<file path="src/rtl/pla_sweep_checker_pkg.sv">
// rtl/pla_sweep_checker_pkg.sv - shared types, constants and MISR arithmetic for the PLA sweep checker
// Contents: state_t (sweep FSM states), DEF_SIG_W / DEF_POLY / DEF_SEED defaults,
//           MAX_SIG_W (widest supported signature), misr_step() single MISR update.
package pla_sweep_checker_pkg;

  typedef enum logic [1:0] {
    ST_IDLE   = 2'd0,
    ST_WAIT   = 2'd1,
    ST_SAMPLE = 2'd2
  } state_t;

  localparam int          DEF_SIG_W = 16;
  localparam logic [15:0] DEF_POLY  = 16'h1021;
  localparam logic [15:0] DEF_SEED  = 16'hFFFF;

  // Signatures up to this width share the one step function below.
  localparam int          MAX_SIG_W = 32;

  // One MISR update: shift left, fold the polynomial in when the bit shifted
  // out was set, then absorb the sample. Only the low 'width' bits are meaningful.
  function automatic logic [MAX_SIG_W-1:0] misr_step(
    input logic [MAX_SIG_W-1:0] sig,
    input logic [MAX_SIG_W-1:0] data,
    input logic [MAX_SIG_W-1:0] poly,
    input int                   width
  );
    logic [MAX_SIG_W-1:0] mask;
    logic [MAX_SIG_W-1:0] nxt;
    mask = (width >= MAX_SIG_W) ? '1 : ((MAX_SIG_W'(1) << width) - MAX_SIG_W'(1));
    nxt  = (sig << 1) ^ (sig[width-1] ? poly : '0) ^ data;
    return nxt & mask;
  endfunction

endpackage

</file>
<file path="src/rtl/pla_sweep_misr.sv">
// rtl/pla_sweep_misr.sv - multiple-input signature register compacting PLA samples
// Ports: clk, rst (async, active-high); load (reload SEED); enable (absorb data);
//        data (zero-extended PLA outputs); signature (current value); sig_next (value after one step).
module pla_sweep_misr
  import pla_sweep_checker_pkg::*;
#(
  parameter int               SIG_W = DEF_SIG_W,
  parameter logic [SIG_W-1:0] POLY  = SIG_W'(DEF_POLY),
  parameter logic [SIG_W-1:0] SEED  = SIG_W'(DEF_SEED)
) (
  input  logic             clk,
  input  logic             rst,
  input  logic             load,
  input  logic             enable,
  input  logic [SIG_W-1:0] data,
  output logic [SIG_W-1:0] signature,
  output logic [SIG_W-1:0] sig_next
);

  logic [SIG_W-1:0] sig_q;

  assign sig_next = SIG_W'(misr_step(MAX_SIG_W'(sig_q), MAX_SIG_W'(data),
                                     MAX_SIG_W'(POLY), SIG_W));

  // load wins over enable so a new sweep always starts from the seed.
  always_ff @(posedge clk or posedge rst) begin
    if (rst) begin
      sig_q <= '0;
    end else if (load) begin
      sig_q <= SEED;
    end else if (enable) begin
      sig_q <= sig_next;
    end
  end

  assign signature = sig_q;

endmodule

</file>
<file path="config.mk">
export PLATFORM = sky130hd
export DESIGN_NAME = pla_sweep_misr
export DESIGN_NICKNAME = d
export VERILOG_FILES = /design/src/rtl/pla_sweep_checker_pkg.sv /design/src/rtl/pla_sweep_misr.sv
export SDC_FILE = /design/constraint.sdc
export NUM_CORES = 1
export LEC_CHECK = 0
export CAP_MARGIN = 10
export CORE_ASPECT_RATIO = 1.25
export CORE_MARGIN = 3
export CORE_UTILIZATION = 36
export DETAILED_ROUTE_END_ITERATION = 8
export GPL_TIMING_DRIVEN = 0
export PLACE_DENSITY_LB_ADDON = 0.05
export SYNTH_ARGS = -nofsm -noshare
export SYNTH_HDL_FRONTEND = slang
export SYNTH_SLANG_ARGS = --single-unit
</file>
<file path="constraint.sdc">
create_clock -name clk -period 1.4 [get_ports clk]
set_clock_uncertainty 0.05 [all_clocks]
set_input_delay 0.35 -clock clk [delete_from_list [all_inputs] [get_ports clk]]
set_output_delay 0.35 -clock clk [all_outputs]
set_load 0.03 [all_outputs]
</file>
* After elaboration in Yosys (flattened, before gate mapping)
Index checks and enable logic that the tools add are counted.
** Storage, ports and cells
- Bits in registers :: 16
- Latch bits :: 0
- RAM bits :: 0
- Bits in read-only memories :: 0
- Bits of input ports :: 20
- Output and inout bits :: 32
- Word-level logic and storage cells :: 7
- Memories :: 0
** Cells by class
- $add $sub $neg :: 0
- $mul :: 0
- Divide/modulo/power cells :: 0
- $lt $le $gt $ge :: 0
- Eq/ne operators :: 0
- Shifts and indexed selects :: 0
- Multiplexer cells :: 3
- Bitwise operators :: 2
- Reduce and logical (&&, ||, !) cells :: 1
** Operators by type and width (count)
- $mux 16 :: 2
- $xor 16x13->16 :: 1
- $xor 16x16->16 :: 1
- $mux 13 :: 1
- $reduce_bool 2->1 :: 1

* Logic depth before layout (Yosys ltp)
Gate-level depths: netlist (run 1).
- Depth in word-level cells :: 5
- Mapped depth :: 3
- Mapped depth without buffers :: 2

* Worst setup path before layout (run 1)
No wires, ideal clock.
- Kind :: register to register
- Start point :: register sig_q[11], in the netlist signature[11]
- End point :: register sig_q[12], in the netlist signature[12]
- Setup time :: 124 ps
- Arrival :: 1411 ps
- Slack :: -185 ps
- Stages on the path, launching flop included :: 3
- Path buffers :: 0
- Clock period less this slack :: 1585 ps
- Cells stage by stage :: dfrtp_1 > xor3_2 > a211o_1
** On the way
- Word-level cells in the longest chain between the ends :: 4
** RTL lines
- start, declared :: RTL line pla_sweep_misr.sv:20 : logic [SIG_W-1:0] sig_q;
- start signal, assigned :: RTL line pla_sweep_misr.sv:32 : sig_q <= sig_next;
- $xor 16x13->16 :: RTL line pla_sweep_checker_pkg.sv:30 : nxt = (sig << 1) ^ (sig[width-1] ? poly : '0) ^ data;
- $xor 16x16->16 :: RTL line pla_sweep_checker_pkg.sv:30
- net sig_next[12] :: RTL line pla_sweep_misr.sv:17 : output logic [SIG_W-1:0] sig_next
- $mux 16 :: RTL line pla_sweep_misr.sv:31 : end else if (enable) begin
- $mux 16 :: RTL line pla_sweep_misr.sv:29 : end else if (load) begin
The timed path passes the listed nets, and every way through them passes these cells. The select of a mux whose other input is x is not followed.
A chain may end at the register's enable or synchronous reset.

* Final worst setup path (run 1)
- Start point :: register sig_q[11], in the netlist signature[11]
- End point :: output sig_next[12]
** On the way
- Word-level cells in the longest chain between the ends :: 2
** RTL lines (RTL line)
- $xor 16x13->16 :: pla_sweep_checker_pkg.sv:30
- $xor 16x16->16 :: pla_sweep_checker_pkg.sv:30
- end, declared :: pla_sweep_misr.sv:17
Every way passes these cells.

==> results of run 1 <==
-- critical path, delay by kind of cell (launching register included) --
| family | cells | cell delay, ps |
|---|---|---|
| XOR/XNOR | 1 | 460 |
| flip-flops | 1 | 370 |
| buffers and inverters | 1 | 150 |
-- per-layer routing --
layer  track usage (%)  wire [µm]  vias up
li1                  -          -      359
met1             20.26        912      405
met2             30.46       1178       32
met3             3.990        174        2
met4             4.878         10        0
met5                 0          0        -
-- Yosys cell counts, drive strengths merged --
master | n | area share, %
dfrtp | 16 | 48
clkbuf | 2 | 0.89
a211o | 16 | 17
xor3 | 2 | 6.0
nor2b | 16 | 12
inv | 1 | 0.45
xor2 | 14 | 15
buf | 3 | 1.8
-- worst paths after layout --
check                              start             to  slack [ps]  cells after the start
hold / removal                       rst  signature[12]         380                      2
setup reg to reg           signature[15]   signature[0]          90                      4
max in group asynchronous            rst  signature[15]         490                      2
hold reg to reg            signature[11]  signature[11]         610                      2
min in group clk                    load  signature[12]         420                      2
setup / recovery           signature[11]   sig_next[12]        -260                      2
-- where the power goes --
part           internal (mW)  total [mW]  switching (mW)
Clock                  0.110       0.253           0.143
Combinational          0.343       0.740           0.397
Sequential             0.501       0.544          0.0429
Total                  0.954        1.54           0.583
-- stage by stage --
stage	utilization (%)	setup TNS, ps
finish	74.01	-1076
global route	74.01	-2072
CTS	72.82	-1545
detailed placement	70.49	-16940
global placement	70.49	-16890
floorplan	-	-186.3
-- cell families after synthesis --
logic type | Yosys count | synth area share (%)
xor gates and xnor gates | 16 | 20.57
buffers and inverters | 6 | 3.129
DFF | 16 | 47.69
AOI/OAI and AO/OA | 16 | 16.69
and+or+nand+nor | 16 | 11.92
-- area by class of cell --
type | instances | area, µm²
fill | 161 | 544.3
tap | 30 | 37.54
buffer | 5 | 25.02
clock buffer | 4 | 26.28
timing repair buffer | 63 | 538.0
multi-input combinational | 48 | 518.0
sequential | 16 | 401.6
inverter | 1 | 3.754
-- repair_timing --
action | 4_1_cts | 5_1_grt
hold buffers | 0 | 0
pin swaps | 16 | 6
hold endpoints to repair | 0 | 0
setup endpoints to repair | 42 | 19
resized for setup | 201 | 14
setup buffers | 10 | 3
==> results.toml, run 1 <==
[synthesis]
synth-seq-area-share_pct = 47.69
synth_cell_types = 8
syn_nets = 90
avgSynthCellArea_um2 = 11.99
ys_ff_latch = 16
ys_warn_count = 0
syn_inst = 70
synth.cell_area_um2 = 839.6

[clock_network]
numCtsBuffers = 3
htree_levels = 1
clkSinkCount = 16
cts_tree = "yes"
clk_latency_ps = 280
clk_path_buf_depth = 2
clk_pin_slew_ps = 100
root_buffer = "clkbuf_4"

[power_and_ir_drop]
power_mw = 1.537
power.leakage_nw = 0.7174
p_per_area_nw_per_um2 = 991.3
peakVddDrop_v = 0.0006799

[setup_path]
cp-start-kind = "flip-flop"
crit_fanout = 3
slowest_stage = "xor3_2"
required_ps = 1000
crit_type = "flip-flop to output port"
path_cells = "xor3_2 > buf_6"
end_kind = "output port"
cp.arrival_ps = 1260
max_stage_delay_ps = 460

[die]
die_w_um = 49.20
die_area_um2 = 2951
fp.dieH_um = 59.99
row_count = 18
io_pins = 52
core_area_um2 = 2095
start_util_pct = 40.08

[sta]
tightest_slew_ps = 612.4
hold_viol_final = 0
rsz0062_at_grt = "true"
max_freq_mhz = 602.5
setup_slack_ps = -259.6
slew_headroom_pct = 59.13
timing.final.crit_period_ps = 1660
setup-violations-final = 16
period_share_pct = 118.5
whs_ps = 379.1
drv_slew = 0

[global_routing]
antenna_found_initial = 0
grt_pass1_wl_um = 3857
grt_pass1_vias = 851
grt_start_max_net_pins = 17
overflow = 0
grt.total_usage_pct = 16.96

[cells_and_area]
area_delta_synth_final_pct = 84.65
fin_area_um2 = 1550
final_common_cell = "buf_6"
largest_reg_flops = 16
antenna_cells = 0
final-instance-count-excl-fill = 167
drive_above_1_share_pct = 49.64
fin_nets = 158
most-common-layout-cells = "buf_6 (19), buf_2 (17), nor2b_1 (16), a211o_1 (16)"

[detailed_routing]
via_per_inst = 4.778
num_vias = 798
finalWirelength_um = 2277
drt_iter0_markers = 10
wl_per_cell_um = 13.63
drtAntennaViolNets = 0
drc_errors = 0
firstDrtPassIters = 2

[placed_design]
numPortBuffers = 50
gp_congestion = 0.7336
hpwl_um = 1614
place_ws_ps = -856.8
dp_cells = 150
dpl-instance-area_um2 = 1476

[run_status]
status = "complete, but fails checks"
violations = "negative setup slack"

[run]
maxCapViolCount = 0

[min_path]
worstHoldPathType = "input pin to asynchronous set/reset pin"
(Power assumes the default switching activity.)
==> run 2: changes to the inputs <==
--- a/config.mk
+++ b/config.mk
@@ -5,6 +5,7 @@
 export SDC_FILE = /design/constraint.sdc
 export NUM_CORES = 1
 export LEC_CHECK = 0
+export ABC_CLOCK_PERIOD_IN_PS = 1400
 export CAP_MARGIN = 10
 export CORE_ASPECT_RATIO = 1.25
 export CORE_MARGIN = 3
==> results of run 2 <==
The final DEF is identical to that of run 1; final timing and power are the same.
==> run 3: changes to the inputs <==
--- a/config.mk
+++ b/config.mk
@@ -5,11 +5,11 @@
 export SDC_FILE = /design/constraint.sdc
 export NUM_CORES = 1
 export LEC_CHECK = 0
-export ABC_CLOCK_PERIOD_IN_PS = 1400
+export ABC_CLOCK_PERIOD_IN_PS = 2100
 export CAP_MARGIN = 10
 export CORE_ASPECT_RATIO = 1.25
 export CORE_MARGIN = 3
-export CORE_UTILIZATION = 36
+export CORE_UTILIZATION = 39
 export DETAILED_ROUTE_END_ITERATION = 8
 export GPL_TIMING_DRIVEN = 0
 export PLACE_DENSITY_LB_ADDON = 0.05
==> constraint.sdc (replaced) <==
create_clock -name clk -period 2.1 [get_ports clk]
set_clock_uncertainty 0.05 [all_clocks]
set_input_delay 0.525 -clock clk [delete_from_list [all_inputs] [get_ports clk]]
set_output_delay 0.525 -clock clk [all_outputs]
set_load 0.03 [all_outputs]
==> run 3 against run 2 <==
Net effect:
- the flow now finishes without violations
- combinational power is 46% lower
- first-iteration DRC count is 70% higher
- hold slack better by 180 ps
- total power is 40% lower
- non-clock buffer count is 13 lower
- register-to-register slack better by 670 ps
- utilization is 8.7 points lower
- worst setup slack better by 300 ps
- global-route usage is 1.1 points lower
- critical endpoint is now sig_next[15]
- highest routed layer unchanged
==> results.toml, run 3 (synthesis results as in run 1) <==
[sta]
rsz0062_at_grt = "false"
setup-violations-final = 0
slew_headroom_pct = 59.46
max_freq_mhz = 486.7
drv_slew = 0
whs_ps = 554.2
setup_slack_ps = 45.19
timing.final.crit_period_ps = 2055
hold_viol_final = 0
period_share_pct = 97.85
tightest_slew_ps = 607.4

[cells_and_area]
antenna_cells = 0
final_common_cell = "clkdlybuf4s50_1"
fin_area_um2 = 1310
largest_reg_flops = 16
num-fill-cells = 169
drive_above_1_share_pct = 19.51
most-common-layout-cells = "clkdlybuf4s50_1 (33), buf_2 (19), nor2b_1 (16), a211o_1 (16), dfrtp_1 (16)"
area_delta_synth_final_pct = 56.04
fin_nets = 145

[global_routing]
grt_util_met3_pct = 1.863
grt_pass1_wl_um = 3236
grt_start_max_net_pins = 17
overflow = 0
grt_busiest_layer = "met2"
grt_pass1_vias = 769
met2_usage_pct = 25.48
grt.total_usage_pct = 15.91
grtUsageMet1_pct = 21.39
antenna_found_initial = 0

[run]
maxCapViolCount = 0

[detailed_routing]
drt_iter0_markers = 17
num_vias = 742
drc_errors = 0
via_per_inst = 5.189
wl_per_cell_um = 14.57
firstDrtPassIters = 4
finalWirelength_um = 2084
drtAntennaViolNets = 0

[setup_path]
crit_fanout = 2
crit_type = "input pin to output port"
end_kind = "output port"
slowest_stage = "clkdlybuf4s50_1"
required_ps = 1520
max_stage_delay_ps = 480
cp.arrival_ps = 1480
cp-start-kind = "input pin"
path_cells = "clkdlybuf4s50_1 > xor2_1 > buf_2"

[power_and_ir_drop]
power_mw = 0.9144
peakVddDrop_v = 0.0004303
power.leakage_nw = 0.5762
p_per_area_nw_per_um2 = 698.0

[clock_network]
clk_pin_slew_ps = 90
postCtsHoldBufs = 0
clk_latency_ps = 280
clkSinkCount = 16
cts_tree = "yes"
root_buffer = "clkbuf_4"
numCtsBuffers = 3
htree_levels = 1
clk_path_buf_depth = 2

[die]
fp.dieH_um = 57.88
die_area_um2 = 2749
die_w_um = 47.50
io_pins = 52
core_area_um2 = 2004
start_util_pct = 41.89
row_count = 18

[run_status]
status = "finished, final reports clean"

[placed_design]
numPortBuffers = 50
place_ws_ps = -423.5
hpwl_um = 1531
dpl-instance-area_um2 = 1365
gp_congestion = 0.7004

[min_path]
worstHoldPathType = "input pin to asynchronous set/reset pin"
run 3: metal layers:
metal  share of wire (%)  vias to the layer above
li1                    -                      346
met1                  45                      357
met2                  48                       35
met3                 6.4                        4
met4                 1.0                        0
met5                   0                        -
run 3: final cells by class:
type / count / area, µm² / area share [%]
Tap cell: 20 / 25.02 / 1.910
Inverter: 1 / 3.754 / 0.2865
Clock buffer: 3 / 22.52 / 1.719
Sequential cell: 16 / 400.4 / 30.56
Multi-Input combinational cell: 48 / 412.9 / 31.52
Buffer: 5 / 22.52 / 1.719
Timing Repair Buffer: 50 / 422.9 / 32.28
run 3: through the flow:
step                util (%)  setup TNS (ps)  instances
finish                 65.36               0        143
global route           65.36               0        143
CTS                    68.35               0        143
detailed placement     68.10           -5851        140
global placement       68.10           -5754        140
floorplan                  -               0         70
run 3: critical path, delay by kind of cell:
kind      cells  cell delay (ps)
xor+xnor      1              230
buf+inv       2              720
run 3: where the power goes:
part           internal [mW]  switching, mW
clock network         0.0665         0.0915
registers              0.334         0.0241
logic                  0.163          0.235
run 3: final timing paths:
path | startpoint | to | slack (ps) | cells after the start
setup / recovery | data[15] | sig_next[15] | 50 | 3
hold / removal | rst | signature[4] | 550 | 2
setup reg to reg | signature[15] | signature[5] | 760 | 2
hold reg to reg | signature[11] | signature[11] | 580 | 2
max in group asynchronous | rst | signature[15] | 1050 | 2
min in group clk | signature[11] | signature[11] | 580 | 2
run 3: repair_timing:
| action | CTS | global route |
|---|---|---|
| setup buffers | 0 | 0 |
| endpoints found under the setup margin | 16 | 11 |
| resized for setup | 60 | 21 |
